--- config.mk ---
export PLATFORM = sky130hd
export DESIGN_NAME = axis_hex_7seg_sink
export DESIGN_NICKNAME = d
export VERILOG_FILES = /design/src/rtl/axis_hex_7seg_sink.sv
export SDC_FILE = /design/constraint.sdc
export NUM_CORES = 1
export LEC_CHECK = 0
export CORE_UTILIZATION = 40
export CTS_BUF_LIST = sky130_fd_sc_hd__clkbuf_4 sky130_fd_sc_hd__clkbuf_8
export CTS_CLUSTER_SIZE = 24
export DETAILED_ROUTE_END_ITERATION = 10
export PLACE_DENSITY = 0.67
export SYNTH_ARGS = -nofsm -noshare
export SYNTH_HDL_FRONTEND = slang
export SYNTH_SLANG_ARGS = --single-unit
--- constraint.sdc ---
create_clock -name clk -period 6.1 [get_ports clk]
set_input_delay 1.22 -clock clk [delete_from_list [all_inputs] [get_ports clk]]
set_output_delay 1.22 -clock clk [all_outputs]
set_load 0.05 [all_outputs]
--- src/rtl/axis_hex_7seg_sink.sv ---
// rtl/axis_hex_7seg_sink.sv - stream sink showing each accepted word as hex on a multiplexed 7-segment display
module axis_hex_7seg_sink #(
    parameter int W           = 16,
    parameter int SCAN_DIV    = 4,
    parameter int HOLD_CYCLES = 8
) (
    input  logic             clk,
    input  logic             rst,
    input  logic [W-1:0]     s_data,
    input  logic             s_valid,
    output logic             s_ready,
    output logic [6:0]       seg,
    output logic [W/4-1:0]   an,
    output logic             busy
);

    localparam int DIGITS = W / 4;
    localparam int HW     = (HOLD_CYCLES < 1) ? 1 : $clog2(HOLD_CYCLES + 1);
    localparam int DW     = (SCAN_DIV < 2) ? 1 : $clog2(SCAN_DIV);
    localparam int IW     = (DIGITS < 2) ? 1 : $clog2(DIGITS);

    localparam logic [HW-1:0] HOLD_INIT = HW'(HOLD_CYCLES);
    localparam logic [DW-1:0] DIV_LAST  = DW'(SCAN_DIV - 1);
    localparam logic [IW-1:0] DIG_LAST  = IW'(DIGITS - 1);

    logic [W-1:0]  value;
    logic [HW-1:0] hold_cnt;
    logic [DW-1:0] div_cnt;
    logic [IW-1:0] dig_idx;
    logic [3:0]    nibble;

    // Ready only depends on registered hold state so it can never loop back through s_valid
    assign s_ready = !rst && (hold_cnt == '0);
    assign busy    = (hold_cnt != '0);

    // Capture a word on transfer and start the hold window; otherwise count the window down
    always_ff @(posedge clk or posedge rst) begin
        if (rst) begin
            value    <= '0;
            hold_cnt <= '0;
        end else if (s_valid && s_ready) begin
            value    <= s_data;
            hold_cnt <= HOLD_INIT;
        end else if (hold_cnt != '0) begin
            hold_cnt <= hold_cnt - 1'b1;
        end
    end

    // Free-running digit scan, deliberately untouched by the handshake
    always_ff @(posedge clk or posedge rst) begin
        if (rst) begin
            div_cnt <= '0;
            dig_idx <= '0;
        end else if (div_cnt == DIV_LAST) begin
            div_cnt <= '0;
            dig_idx <= (dig_idx == DIG_LAST) ? '0 : dig_idx + 1'b1;
        end else begin
            div_cnt <= div_cnt + 1'b1;
        end
    end

    assign an     = ~(DIGITS'(1) << dig_idx);
    assign nibble = value[4*dig_idx +: 4];

    // Active-low gfedcba decode of the selected nibble; every code maps to a glyph
    always_comb begin
        seg = 7'b1111111;
        case (nibble)
            4'h0: seg = 7'b1000000;
            4'h1: seg = 7'b1111001;
            4'h2: seg = 7'b0100100;
            4'h3: seg = 7'b0110000;
            4'h4: seg = 7'b0011001;
            4'h5: seg = 7'b0010010;
            4'h6: seg = 7'b0000010;
            4'h7: seg = 7'b1111000;
            4'h8: seg = 7'b0000000;
            4'h9: seg = 7'b0010000;
            4'hA: seg = 7'b0001000;
            4'hB: seg = 7'b0000011;
            4'hC: seg = 7'b1000110;
            4'hD: seg = 7'b0100001;
            4'hE: seg = 7'b0000110;
            4'hF: seg = 7'b0001110;
            default: seg = 7'b1111111;
        endcase
    end

endmodule

==> results.py <==
metrics = {
    "logic_synthesis": {
        "synth_compound_area_frac": 0.0456,
        "synth_cell_types": 24,
        "seq_area_frac_synth": 0.438,
        "synth_mux_area_frac": 0.263,
        "synth_adder_area_share": 0.109,
        "synth_seq_cells": 24,
        "synthCells": 111,
        "synth-simple-area-share": 0.0720,
        "synth_nets": 142,
        "syn_avg_cell_area_um2": 12.4,
        "synth-xor-area-share": 0.00638,
        "synth_area_um2": 1370,
        "synth_top_family_by_area": "multiplexers",
        "ys_warn_count": 0,
    },
    "grt": {
        "overflow": 0,
        "antenna_found_initial": 0,
        "gr-usage-met1": 0.193,
        "use_met2": 0.261,
        "busiest_layer": "met2",
        "grt_pass1_vias": 923,
        "grt_util_met3": 0.0192,
        "grt_start_max_net_pins": 26,
        "grt_pass1_wl_um": 4050,
        "track_usage": 0.151,
    },
    "floorplan": {
        "core_area_um2": 3150,
        "initial_utilization": 0.435,
        "rows": 20,
        "dieArea_um2": 3670,
        "die_w_um": 60.6,
        "io_pins": 32,
        "dieHeight_um": 60.6,
    },
    "outcome": {
        "outcome": "completed",
    },
    "placed_design": {
        "io_buffers": 31,
        "hpwlAfterDp_um": 1860,
        "routabilityCongestion": 0.813,
        "placed_area_um2": 1710,
    },
    "timing": {
        "slew_violations": 0,
        "finClkSkew_ps": 1.76,
        "rsz0062_at_grt": "false",
        "finalSetupTns_ps": 0,
        "max_freq_mhz": 231,
        "layout_min_cycle_time_ps": 4330,
        "tightestPinTransition_ps": 902,
        "hold_violations": 0,
        "min_period_over_period": 0.709,
        "relSlewSlack": 0.398,
        "setup_viol": 0,
    },
    "clock_tree": {
        "clockBufferDepth": 2,
        "clk_pin_slew_worst_paths_ps": 120,
        "htreeDepth": 1,
        "post_cts_buffers": 0,
        "ctsResizeCount": 0,
        "cts-root-buf": "clkbuf_4",
        "cts_tree": "done",
        "cts_buffers": 3,
        "clock-sinks": 24,
        "clkLatencyLatePin_ps": 300,
        "postCtsHoldBufs": 0,
    },
    "layout": {
        "fin_util": 0.554,
        "drive_gt1_frac": 0.182,
        "fin_area_um2": 1750,
        "nets": 175,
        "syn_to_final_growth_pct": 27.3,
        "antenna_cells": 0,
    },
    "flow_run": {
        "drv_cap": 0,
    },
    "drt": {
        "drc": 0,
        "vias_per_cell": 4.82,
        "drtPass1Iterations": 3,
        "ant_nets": 0,
        "wl_um": 2350,
        "wl_per_cell_um": 12.6,
        "vias": 902,
        "drt_iter0_drc": 72,
    },
    "power_and_ir_drop": {
        "vdd_drop_max_mv": 0.220,
        "power_density_nw_per_um2": 484,
        "power_leakage_nw": 0.777,
    },
    "critical_path": {
        "setup.worst_path.start_class": "flop",
        "required_ps": 4880,
        "worstSetupPathType": "flop to output pin",
        "endpoint_kind": "output pin",
        "critical_path_arrival_ps": 3110,
        "path_max_fanout": 7,
    },
    "hold_path": {
        "hp-class": "flop to flop",
    },
}
where the power goes:
group	internal [mW]	switching (mW)	total (mW)
clock	0.0364	0.0444	0.0808
sequential	0.224	0.0373	0.261
combinational	0.215	0.289	0.504
total	0.475	0.371	0.845
logic make-up (layout without fill, tap and decap cells):
logic type               Yosys count  in the layout
flip-flops                        24             24
XOR/XNOR                           1              1
adder cells (fa/ha/maj)           12             12
multiplexers                      27             27
AND/OR/NAND/NOR                   17             17
AO/OA/AOI/OAI                     10             10
buffers and inverters             20             52
synthesized netlist by cell type, drive strengths merged:
master | instances | area [um2]
nand3 | 5 | 30.0
buf | 3 | 27.5
inv | 17 | 63.8
nand3b | 1 | 7.51
nor3b | 1 | 12.5
o221ai | 1 | 8.76
nor3 | 1 | 5.00
nand2 | 3 | 11.3
dfrtp | 24 | 601
o22ai | 3 | 18.8
xor2 | 1 | 8.76
mux2 | 16 | 180
ha | 12 | 150
mux2i | 6 | 60.1
nor2 | 3 | 11.3
o21ai | 5 | 25.0
nand2b | 2 | 12.5
or2 | 1 | 8.76
mux4 | 5 | 120
a32o | 1 | 10.0
through the flow:
step	total power [mW]	std cells	hold WS [ps]	worst slack (ps)
2_1_floorplan	0.636	111	403	2560
3_3_place_gp	0.755	183	413	2180
3_5_place_dp	0.771	183	421	2100
4_1_cts	0.853	187	441	1720
5_1_grt	0.905	187	457	1580
6_report	0.845	187	438	1770
sequential cells by signal (all words and copies together), names as in the netlist:
register  cells
value        16
hold_cnt      4
dig_idx       2
div_cnt       2
final cells by class:
class	instances	area (um2)
fill	292	1410
multi-input combinational	67	681
inverter	17	63.8
timing repair buffer	31	310
sequential	24	601
clock buffer	4	36.3
tap	44	55.1
cell usage in the layout (no fill, tap or decap), drive strengths merged:
cell / instances
clkdlybuf4s50: 31
dfrtp: 24
inv: 17
mux2: 16
ha: 12
mux2i: 6
nand3: 5
o21ai: 5
mux4: 5
clkbuf: 4
nor2: 3
o22ai: 3
nand2: 3
nand2b: 2
nor3b: 1
or2: 1
xor2: 1
nand3b: 1
o221ai: 1
a32o: 1
nor3: 1
layer usage:
metal / wire, um / up-vias / share of wire
li1: - / 447 / -
met1: 1090 / 433 / 0.46
met2: 1180 / 20 / 0.50
met3: 70 / 2 / 0.030
met4: 12 / 0 / 0.0051
met5: 0 / - / 0
worst max-delay path: stages (launching register included):
cell	delay, ps
dfrtp_1	560
mux4_1	730
inv_1	150
ha_1	130
inv_1	50
mux4_1	480
clkdlybuf4s50_1	710
final timing paths:
kind                                               from               endpoint  slack (ps)  depth (start not counted)
worst max-delay path             dig_idx[0]$_DFFE_PP0N_                 seg[3]        1770                          6
worst min-delay path               div_cnt[0]$_DFF_PP0_   div_cnt[0]$_DFF_PP0_         440                          1
worst max register to register  hold_cnt[0]$_DFFE_PP0P_   value[3]$_DFFE_PP0P_        4060                          5
worst min register to register     div_cnt[0]$_DFF_PP0_   div_cnt[0]$_DFF_PP0_         440                          1
max in group asynchronous                           rst   div_cnt[1]$_DFF_PP0_        4100                          2
min in group asynchronous                           rst  value[10]$_DFFE_PP0P_        1460                          2
Note: power is estimated with default switching activity, not from simulation.
